`src/rtl/stream_mux_pkg.sv`:
```
// Shared types and helpers for the N:1 packet-locked stream multiplexer.
package stream_mux_pkg;

    typedef enum logic {IDLE = 1'b0, LOCKED = 1'b1} state_t;

    localparam int MIN_CH = 2;

    function automatic int sel_width(input int n_ch);
        return (n_ch > 1) ? $clog2(n_ch) : 1;
    endfunction

    // Low bit of channel ch inside the flattened s_data bus.
    function automatic int ch_lo(input int ch, input int w);
        return ch * w;
    endfunction

endpackage

```
`src/rtl/stream_reg_slice.sv`:
```
// Single-stage valid/ready register; loads and drains in the same cycle for full throughput.
module stream_reg_slice #(
    parameter int W = 9
) (
    input  logic         clk,
    input  logic         rst_n,
    input  logic         in_valid,
    output logic         in_ready,
    input  logic [W-1:0] in_data,
    output logic         out_valid,
    input  logic         out_ready,
    output logic [W-1:0] out_data
);

    assign in_ready = !out_valid || out_ready;

    always_ff @(posedge clk or negedge rst_n) begin
        if (!rst_n) begin
            out_valid <= 1'b0;
            out_data  <= '0;
        end else if (in_valid && in_ready) begin
            out_valid <= 1'b1;
            out_data  <= in_data;
        end else if (out_ready) begin
            out_valid <= 1'b0;
        end
    end

endmodule

```
`src/rtl/stream_mux_nto1.sv`:
```
// N:1 registered stream mux; the select is locked for the duration of a packet.
module stream_mux_nto1
    import stream_mux_pkg::*;
#(
    parameter int N_CH   = 4,
    parameter int DATA_W = 8,
    parameter int SEL_W  = sel_width(N_CH)
) (
    input  logic                   clk,
    input  logic                   rst_n,
    input  logic [SEL_W-1:0]       sel,
    input  logic [N_CH-1:0]        s_valid,
    input  logic [N_CH*DATA_W-1:0] s_data,
    input  logic [N_CH-1:0]        s_last,
    output logic [N_CH-1:0]        s_ready,
    output logic                   m_valid,
    output logic [DATA_W-1:0]      m_data,
    output logic                   m_last,
    input  logic                   m_ready,
    output logic                   busy,
    output logic [SEL_W-1:0]       cur_sel
);

    state_t             state, state_nx;
    logic [SEL_W-1:0]   lock_sel;
    logic [SEL_W-1:0]   active;
    logic               in_range, free, grant_ok, hs;
    logic               sel_valid, sel_last;
    logic [DATA_W-1:0]  sel_data;

    assign active   = (state == LOCKED) ? lock_sel : sel;
    assign in_range = ({{(32-SEL_W){1'b0}}, active} < 32'(N_CH));
    // Ready is held low while reset is asserted so no beat is granted mid-reset.
    assign grant_ok = rst_n && in_range && free;
    assign hs       = grant_ok && sel_valid;
    assign busy     = (state == LOCKED);
    assign cur_sel  = active;

    for (genvar i = 0; i < N_CH; i++) begin : g_rdy
        assign s_ready[i] = grant_ok && (active == SEL_W'(i));
    end

    always_comb begin
        sel_valid = 1'b0;
        sel_last  = 1'b0;
        sel_data  = '0;
        for (int i = 0; i < N_CH; i++) begin
            if (active == SEL_W'(i)) begin
                sel_valid = s_valid[i];
                sel_last  = s_last[i];
                sel_data  = s_data[ch_lo(i, DATA_W) +: DATA_W];
            end
        end
    end

    always_comb begin
        state_nx = state;
        case (state)
            IDLE:    if (hs && !sel_last) state_nx = LOCKED;
            LOCKED:  if (hs && sel_last)  state_nx = IDLE;
            default: state_nx = IDLE;
        endcase
    end

    always_ff @(posedge clk or negedge rst_n) begin
        if (!rst_n) begin
            state    <= IDLE;
            lock_sel <= '0;
        end else begin
            state <= state_nx;
            if (state == IDLE && hs && !sel_last) lock_sel <= sel;
        end
    end

    stream_reg_slice #(.W(DATA_W + 1)) u_out (
        .clk       (clk),
        .rst_n     (rst_n),
        .in_valid  (hs),
        .in_ready  (free),
        .in_data   ({sel_last, sel_data}),
        .out_valid (m_valid),
        .out_ready (m_ready),
        .out_data  ({m_last, m_data})
    );

endmodule
```
`config.mk`:
```
export PLATFORM = sky130hd
export DESIGN_NAME = stream_mux_nto1
export DESIGN_NICKNAME = d
export VERILOG_FILES = /design/src/rtl/stream_mux_pkg.sv /design/src/rtl/stream_reg_slice.sv /design/src/rtl/stream_mux_nto1.sv
export SDC_FILE = /design/constraint.sdc
export NUM_CORES = 1
export LEC_CHECK = 0
export ABC_AREA = 1
export CAP_MARGIN = 15
export CORE_ASPECT_RATIO = 0.7
export CORE_MARGIN = 5
export CORE_UTILIZATION = 37
export DETAILED_ROUTE_END_ITERATION = 12
export PLACE_DENSITY = 0.84
export SYNTH_ARGS = -nofsm -noshare
export SYNTH_HDL_FRONTEND = slang
export SYNTH_SLANG_ARGS = --single-unit
```
`constraint.sdc`:
```
create_clock -name clk -period 3.74 [get_ports clk]
set_input_delay 0.748 -clock clk [delete_from_list [all_inputs] [get_ports clk]]
set_output_delay 0.748 -clock clk [all_outputs]
set_load 0.02 [all_outputs]
```
-- Word level (Yosys, flattened, before mapping)
Cells that the tools add are included.
- bitwise operators: 1
- mux-type cells: 18
- equality and inequality tests: 3
- reduce and logical (&&, ||, !) cells: 16
- operators by type and width (cell ; count):
    two-way mux 8 bit ; 4
    two-way mux 1 bit ; 12
    logical AND 1 bit ; 11
    == test 2 bit, second input constant ; 2
    == test 2 x 1 -> 1 bit, second input constant ; 1
    logical NOT 1 bit ; 2
    logical NOT 2 bit ; 1
    two-way mux 2 bit ; 1
    case mux 1 bit (2 select lines) ; 1
    nonzero test 2 bit ; 1
    logical OR 1 bit ; 1
    NOT 1 bit ; 1
- bits of input ports: 45
- bits in registers: 13
- logic and storage cells: 42

-- Logic depth before layout (Yosys ltp)
Gate-level depths: netlist of the first run.
- depth after elaboration: 10
- mapped depth: 12
- gate-level depth less buffers: 11

-- Hierarchy
A second synthesis of the first run with hierarchy kept.
- cell total of the unflattened synthesis: 141
- area, all modules: 1018.5 um2
- by module, submodules not included (module ; cells an instance ; area each (um2) ; seq. area each (um2) ; instances):
    stream_mux_nto1 ; 98 ; 554.3 ; 75.1 ; 1
    stream_reg_slice ; 43 ; 464.2 ; 250.2 ; 1

-- Least setup slack after synthesis of the first run
Ideal clock, no wire load.
- path type: input-to-output
- start: input sel[1]
- end: output s_ready[0]
- arrival: 1.437 ns
- path slack: 1.555 ns
- stages on the path: 3
- buffers on the path: 0
- path through: nand2_2 > nand2_4 > nor3_1
- cells in the longest elaborated chain, start to end: 3
- ends and longest elaborated chain (element ; line ; source):
    start, declared ; stream_mux_nto1.sv:11 ; input logic [SEL_W-1:0] sel,
    two-way mux 2 bit ; stream_mux_nto1.sv:31 ; assign active = (state == LOCKED) ? lock_sel : sel;
    via cur_sel[1] ; stream_mux_nto1.sv:21 ; output logic [SEL_W-1:0] cur_sel
    logical NOT 2 bit ; stream_mux_nto1.sv:40 ; assign s_ready[i] = grant_ok && (active == SEL_W'(i));
    logical AND 1 bit ; stream_mux_nto1.sv:40 ;
    end, declared ; stream_mux_nto1.sv:15 ; output logic [N_CH-1:0] s_ready,
The timed path passes the listed nets, and every way through them passes these cells.

-- Final worst setup path of the first run
- start: input sel[1]
- end: output s_ready[2]
- cells in the longest elaborated chain, start to end: 3
- ends and longest elaborated chain (element ; line):
    two-way mux 2 bit ; stream_mux_nto1.sv:31
    == test 2 bit ; stream_mux_nto1.sv:40
    logical AND 1 bit ; stream_mux_nto1.sv:40
No other way between the ends.

==> impl_metrics.ini, run 1 <==
[detailed_routing]
drtAntennaViolNets = 0
wl_per_cell_um = 12.9
wl_mm = 2.90
vias = 1095
drtIter0Drc = 38
via_per_inst = 4.87
dr.pass1.iters = 5
drc = 0

[timing]
timing.setup.tns_ps = 0
rsz0062_at_grt = false
slew_viol_final = 0
max_freq_ghz = 0.322
fin_crit_sh_pct = 83.0
relSlewSlack_pct = 66.8
fin_skew_ps = 6.65
period_needed_ps = 3110
worstMarginPinSlew_ps = 497
final_hold_viol_count = 0
setup_violations = 0

[setup_path]
worstPathMaxFanout = 7
r2r_cells = 8
worstPathArrival_ps = 2360
endpoint_kind = output port
reg2reg_setup_slack_ps = 2010
critical_path_class = in2out
crit_required_ps = 2990
crit_path_start = sel[1]
startpoint_type = primary input
rr_endpoint = u_out.out_data[2]

[cells_and_area]
fill_cells = 202
area_delta_synth_final_pct = 76.3
drive_gt1_share_pct = 9.84
antenna_cells = 0
regArea_sq_um = 325
nNetsFinal = 239
stdcell_count = 225
multiInputGateArea_sq_um = 505

[clock_tree]
path_clk_slew_ps = 70
cts_setup_buffers = 0
clock_path_buffers = 2
ctsHoldBuffers = 0
cts_max_level = 1
cts_sinks = 13
cts-resized-gates = 0
clockRootBuffer = clkbuf_4
cts_tree = yes
cts_inserted_buffers = 3
clkLatencyLatePin_ps = 280

[placed_design]
gp_congestion = 0.855
placed_cells = 221
port_buffers = 61
dp_hpwl_mm = 2.49

[logic_synthesis]
ys_top_cells_by_area = dfrtp_1 (37%), nand2_1 (21%), nand3_1 (7.4%)
synth_area_sq_um = 882
syn_nets = 173
synth.distinct_cells = 19
netlist_instances = 128
avgSynthCellArea_sq_um = 6.89
ys_seq_area_share_pct = 36.9
synth_warnings = 0
synth.ff_latch_count = 13
yosysTopAreaCellShare_pct = 36.9
yosys.area.top_type = dfrtp_1

[min_path]
worstHoldStart = u_out.out_data[1]
hold_depth = 2
hp-class = reg2reg
hold_end = u_out.out_data[1]

[power]
leakage_nw = 0.705
peakVddDrop_mv = 0.448
powerDensity_mw_per_mm2 = 712

[grt]
use_met3_pct = 3.07
antenna_found_initial = 0
grt_max_degree = 18
grtUsageMet1_pct = 23.1
grtUsageMet2_pct = 27.5
grt_pass1_wl_mm = 4.55
overflow = 0
grt_pass1_vias = 1049
grt_use_total_pct = 17.1
grt-busiest-layer = met2

[floorplan]
core_sq_mm = 0.00221
die_y_um = 50.9
rows = 14
start_util_pct = 40.0
ioPinCount = 62
dieArea_sq_mm = 0.00348
die_x_um = 68.4

[run]
drv_cap = 0

[status]
status = completed
[how the worst max path moves through the flow]
| stage | slack [ps] | endpoint | cells after the start |
|---|---|---|---|
| 2_1_floorplan | 1560 | s_ready[0] | 3 |
| 3_3_place_gp | 700 | s_ready[1] | 6 |
| 3_5_place_dp | 660 | s_ready[2] | 6 |
| 4_1_cts | 650 | s_ready[2] | 6 |
| 5_1_grt | 570 | s_ready[2] | 6 |
| 6_report | 630 | s_ready[2] | 6 |
[worst max-delay path: stages]
cell	delay, ps
clkdlybuf4s50_1	530
inv_1	60
nand2_1	80
nand2_2	110
nor3_1	200
clkdlybuf4s50_1	630
[kinds of logic (layout without fill, tap and decap cells)]
logic type      Yosys count  in the layout  synth area share, %
flops                    13             13                 36.9
compound gates           21             21                 12.9
buf+inv                  11             76                 5.82
simple gates             83             83                 44.4
[layer usage]
metal | vias up | part of all wire, %
li1 | 546 | -
met1 | 495 | 45
met2 | 48 | 45
met3 | 6 | 8.5
met4 | 0 | 1.6
met5 | - | 0
[power breakdown]
part / switching, W / internal (W) / total, W
clock: 0.0000459 / 0.0000413 / 0.0000872
combinational: 0.000455 / 0.000313 / 0.000768
sequential: 0.0000442 / 0.000208 / 0.000252
[cell usage after synthesis (all sizes together)]
master / number
a21oi: 8
buf: 1
dfrtp: 13
inv: 10
nand2: 58
nand3: 13
nand4: 2
nor2: 6
nor3: 3
o21a: 2
o21ai: 11
or2: 1
[sequential cells by signal, summed over array words and instances, names as in the netlist, named ones only]
register and count:
u_out.out_data 9, u_out.out_valid 1, lock_sel 2
[through the flow]
step           hold WS [ps]  total power, W  instance area (sq um)  setup slack (ps)  util [%]
3_3_place_gp            474         0.00100                   1530               697      69.3
4_1_cts                 496         0.00111                   1560               654      70.5
6_report                489         0.00111                   1560               634      70.5
2_1_floorplan           452        0.000722                    882              1560         -
5_1_grt                 517         0.00120                   1560               573      70.5
3_5_place_dp            478         0.00102                   1530               656      69.3
[area by class of cell]
cell class | instances | area share, %
multi-input cells | 104 | 32.5
repair buffers | 62 | 39.7
well taps | 32 | 2.57
flip-flops and latches | 13 | 20.9
clock buffers | 4 | 1.69
inverters | 10 | 2.57
[placed cells by master (no fill, tap or decap)]
cell type	n
o21ai_1	7
o21ai_0	3
o21ai_2	1
inv_1	8
o21a_1	2
clkbuf_4	3
or2_2	1
nor3_1	3
nand2_1	49
nand2_4	5
clkbuf_1	1
nor2_1	4
dfrtp_1	13
clkdlybuf4s50_1	61
nand4_1	2
nand3_1	13
nor2_2	2
inv_2	1
nand2_2	4
a21oi_1	8
inv_4	1
buf_4	1
Note: power is estimated with default switching activity, not from simulation.
==> run 2, diff against run 1 <==
- CORE_UTILIZATION: 37 -> 31
- PLACE_DENSITY: 0.84 -> 0.76
- clock period: 3.74 -> 2.75 ns (I/O delays scaled with it)
==> run 2 against run 1 <==
First-iteration DRC count is 71% higher. Count of clock-buffer cells in the layout is 1 lower. Critical endpoint unchanged. Critical path depth stayed put. Clock power is 90% higher. Die area is 16% higher. Global-route usage is 1.7 points lower. Register-to-register slack worse by 1100 ps. Critical path type unchanged. Final cell count is 2.7% higher.
==> impl_metrics.ini, run 2 (same netlist as run 1, synthesis figures left out) <==
[timing]
slew_viol_final = 0
max_freq_ghz = 0.373
setup_violations = 0
final_hold_viol_count = 0
relSlewSlack_pct = 65.8
setup_ws_ps = 71.3
period_needed_ps = 2680
timing.hold.ws_ps = 483
fin_skew_ps = 1.43
fin_crit_sh_pct = 97.4
worstMarginPinSlew_ps = 511
rsz0062_at_grt = false

[detailed_routing]
drtAntennaViolNets = 0
wl_per_cell_um = 13.0
wl_mm = 3.00
drtIter0Drc = 65
via_per_inst = 4.60
drc = 0
vias = 1063
dr.pass1.iters = 4

[setup_path]
worstPathMaxFanout = 3
critical_path_class = in2out
endpoint_kind = output port
crit_required_ps = 2200
startpoint_type = primary input
worstPathArrival_ps = 2130

[power]
p_total_w = 0.00157
p_int_w = 0.000826
leakage_nw = 0.747
p_sw_w = 0.000745
p_clk_share_pct = 10.5
swShare_pct = 47.4
peakVddDrop_mv = 0.618
powerDensity_mw_per_mm2 = 984
seq_power_share_pct = 22.1
combPwrFrac_pct = 67.3

[grt]
grt_max_degree = 18
overflow = 0
grt_pass1_wl_mm = 4.81
grt_use_total_pct = 15.5
grt_pass1_vias = 1067
antenna_found_initial = 0

[placed_design]
dpl_cell_area_sq_mm = 0.00155
gp_congestion = 0.849
port_buffers = 61
placed_cells = 227
dp_hpwl_mm = 2.58
place_ws_ps = -5.35

[floorplan]
die_x_um = 73.8
die_y_um = 54.6
ioPinCount = 62
start_util_pct = 31.9
dieArea_sq_mm = 0.00403
rows = 16
core_sq_mm = 0.00276

[clock_tree]
cts-resized-gates = 1
cts_tree = yes
cts_sinks = 13
cts_inserted_buffers = 3
clock_path_buffers = 2
clkLatencyLatePin_ps = 240
ctsHoldBuffers = 0
path_clk_slew_ps = 60
cts_setup_buffers = 0
cts_max_level = 1
clockRootBuffer = clkbuf_8

[cells_and_area]
mostFrequentLayoutCells = clkdlybuf4s50_1 (59), nand2_1 (49), nand3_1 (13), dfrtp_1 (13)
largest_register_ff_count = 9
nNetsFinal = 241
final_common_cell = clkdlybuf4s50_1
stdcell_count = 231
antenna_cells = 0
drive_gt1_share_pct = 11.3
reg.largest.list = u_out.out_data x9, lock_sel x2, u_out.out_valid x1
area_delta_synth_final_pct = 81.0
largest-register = u_out.out_data
stdcell_area_sq_mm = 0.00160

[status]
status = completed

[run]
drv_cap = 0

[min_path]
hp-class = reg2reg
## run 2: cell types whose count changed in the layout (fill, tap and decap cells not counted), moves of 2 or more
cell / delta
clkbuf_4: -3
clkbuf_8: +3
clkdlybuf4s50_1: -2
buf_4: +2
## run 2: final timing paths
| check | from | end | slack, ps | cells after the start |
|---|---|---|---|---|
| max | sel[1] | s_ready[2] | 70 | 6 |
| min | u_out.out_data[4] | u_out.out_data[4] | 480 | 2 |
| max reg2reg | flop | u_out.out_data[6] | 950 | 9 |
| min reg2reg | u_out.out_data[4] | u_out.out_data[4] | 480 | 2 |
| max in group asynchronous | rst_n | lock_sel[1] | 1940 | 2 |
| min in group asynchronous | rst_n | asynchronous set/reset pin | 650 | 2 |
## run 2: layout make-up
type                       count  area, sq um
inverter                      10         40.0
multi-input combinational    104          505
sequential                    13          325
timing repair buffer          64          634
clock buffer                   3         41.3
tap                           36         45.0
fill                         252         1170
clock inverter                 1         5.00
## run 2: per-layer routing
| metal | vias to the layer above | global-route usage, % | part of all wire (%) |
|---|---|---|---|
| li1 | 554 | - | - |
| met1 | 468 | 21.5 | 47 |
| met2 | 39 | 25.4 | 46 |
| met3 | 2 | 2.20 | 5.9 |
| met4 | 0 | 3.61 | 0.60 |
| met5 | - | 0 | 0 |
## run 2: metrics by stage
stage | setup TNS [ps] | utilization [%]
after floorplan | 0 | -
after global placement | 0 | 56.1
after detailed placement | -5.35 | 56.1
after CTS | 0 | 57.7
after global routing | 0 | 57.8
final | 0 | 57.8
## run 2: power by group through the flow
stage               clock network [W]  logic [W]  registers (W)
finish                       0.000166    0.00106       0.000347
global route                 0.000186    0.00116       0.000359
CTS                          0.000170    0.00107       0.000348
detailed placement                  0    0.00107       0.000350
floorplan                           0   0.000552       0.000430
global placement                    0    0.00104       0.000346
## run 2: worst max-delay path, cell delays in order
cell	delay [ps]
clkdlybuf4s50_1	510
inv_1	50
nand2_1	80
nand2_2	60
nor3_1	220
clkdlybuf4s50_1	640
==> run 3, diff against run 2 <==
- SETUP_SLACK_MARGIN: unset -> 0.4
- SKIP_LAST_GASP: unset -> 1
==> run 3 against run 2 <==
Routed wire length is 0.60% lower. Final cell count stayed put. Cell area fell by 1.2%. Via count decreased by 0.19%. Critical endpoint is now s_ready[3]. Highest routed layer unchanged.
==> impl_metrics.ini, run 3 (same netlist as run 1, synthesis figures left out) <==
[status]
status = completed

[timing]
worstMarginPinSlew_ps = 511
rsz0062_at_grt = true
setup_ws_ps = 510
slew_viol_final = 0
max_freq_ghz = 0.447
setup_violations = 0
fin_crit_sh_pct = 81.4
relSlewSlack_pct = 65.8
fin_skew_ps = 1.48
period_needed_ps = 2240
final_hold_viol_count = 0

[cells_and_area]
area_delta_synth_final_pct = 78.9
post-route-util_pct = 57.1
largest_register_ff_count = 9
antenna_cells = 0
fill_cells = 254
mostFrequentLayoutCells = clkdlybuf4s50_1 (55), nand2_1 (49), nand3_1 (13), dfrtp_1 (13)
reg.largest.list = u_out.out_data x9, lock_sel x2, u_out.out_valid x1
stdcell_count = 231
nNetsFinal = 241
largest-register = u_out.out_data
final_common_cell = clkdlybuf4s50_1
drive_gt1_share_pct = 13.8
multiInputGateArea_sq_um = 510
regArea_sq_um = 325

[detailed_routing]
drc = 0
drtIter0Drc = 67
via_per_inst = 4.59
wl_mm = 2.98
wl_per_cell_um = 12.9
drtAntennaViolNets = 0
dr.pass1.iters = 4
vias = 1061

[clock_tree]
clock_path_buffers = 2
clkLatencyLatePin_ps = 240
cts_tree = yes
cts_inserted_buffers = 3
cts_sinks = 13
clockRootBuffer = clkbuf_8
cts_max_level = 1
path_clk_slew_ps = 60
ctsHoldBuffers = 0

[power]
powerDensity_mw_per_mm2 = 983
p_int_w = 0.000805
combPwrFrac_pct = 66.9
p_clk_share_pct = 10.7
leakage_nw = 0.737
p_sw_w = 0.000746
swShare_pct = 48.1
p_total_w = 0.00155
seq_power_share_pct = 22.4
peakVddDrop_mv = 0.576

[setup_path]
worstPathArrival_ps = 1690
worstPathMaxFanout = 9
endpoint_kind = output port
crit_slowest_cell = clkdlybuf4s50_1
cp_common_cell = nand2_4
startpoint_type = primary input
reg2reg_setup_slack_ps = 950
worstPathCellList = clkdlybuf4s50_1 -> nand2_4 -> nand2_4 -> nand2_4 -> nor2_2 -> buf_2
slowest_delay_ps = 550
crit_required_ps = 2200
critical_path_class = in2out

[placed_design]
placed_cells = 227
dp_hpwl_mm = 2.58
port_buffers = 61
place_ws_ps = -5.35
gp_congestion = 0.849

[floorplan]
core_sq_mm = 0.00276
dieArea_sq_mm = 0.00403
die_y_um = 54.6
rows = 16
start_util_pct = 31.9
ioPinCount = 62
die_x_um = 73.8

[min_path]
hp-class = reg2reg

[grt]
grt_pass1_vias = 1067
grt_use_total_pct = 15.5
grt_pass1_wl_mm = 4.82
overflow = 0
grt_max_degree = 18
antenna_found_initial = 0

[run]
drv_cap = 0
==> run 3: cell types whose count changed in the layout (fill, tap and decap cells not counted), sizes merged <==
cell and change:
clkdlybuf4s50 -4, buf +2, clkbuf +2, dlygate4sd2 +1, dlymetal6s2s -1
==> run 3: path summary, 6_finish.rpt <==
kind / cells past startpoint / start / end
setup reg to reg: 9 / flop / u_out.out_data[6]
hold reg to reg: 2 / u_out.out_data[4] / u_out.out_data[4]
hold / removal: 2 / u_out.out_data[4] / u_out.out_data[4]
setup / recovery: 6 / sel[0] / s_ready[3]
min in group asynchronous: 2 / rst_n / asynchronous set/reset pin
max in group asynchronous: 2 / rst_n / lock_sel[1]
==> run 3: layout make-up <==
cell class	count	area share [%]
clock buffer	3	2.62
tap	36	2.85
clock inverter	1	0.317
multi-input combinational	104	32.4
timing repair buffer	64	38.7
sequential	13	20.6
inverter	10	2.54
==> run 3: timing repair <==
| item | CTS | global route |
|---|---|---|
| hold endpoints to repair | 0 | 0 |
| resized for setup | 12 | 8 |
| endpoints found under the setup margin | 6 | 3 |
| buffers inserted | 0 | 0 |
==> run 3: critical path: cells and delay by family <==
| kind | cells | cell delay, ps |
|---|---|---|
| buffers and inverters | 2 | 740 |
| AND/OR/NAND/NOR | 4 | 390 |
==> run 3: per-stage QoR <==
stage / setup TNS [ps] / area, sq um / hold slack (ps)
floorplan: 0 / 882 / 254
global placement: 0 / 1550 / 465
detailed placement: -5.35 / 1550 / 470
CTS: 0 / 1590 / 484
global route: 0 / 1580 / 507
finish: 0 / 1580 / 483
==> run 3: layer usage <==
layer  GRT usage (%)  part of all wire [%]  wire length (um)
met5               0                     0                 0
met4            3.61                  0.40                12
met3            2.20                   6.2               184
met2            25.4                    46              1380
met1            21.6                    47              1400
==> run 3: power by group through the flow <==
stage               sequential (W)  clock [W]  combinational (W)
CTS                       0.000348   0.000170            0.00105
detailed placement        0.000350          0            0.00107
floorplan                 0.000430          0           0.000552
finish                    0.000347   0.000166            0.00104
global placement          0.000346          0            0.00104
global route              0.000359   0.000186            0.00114
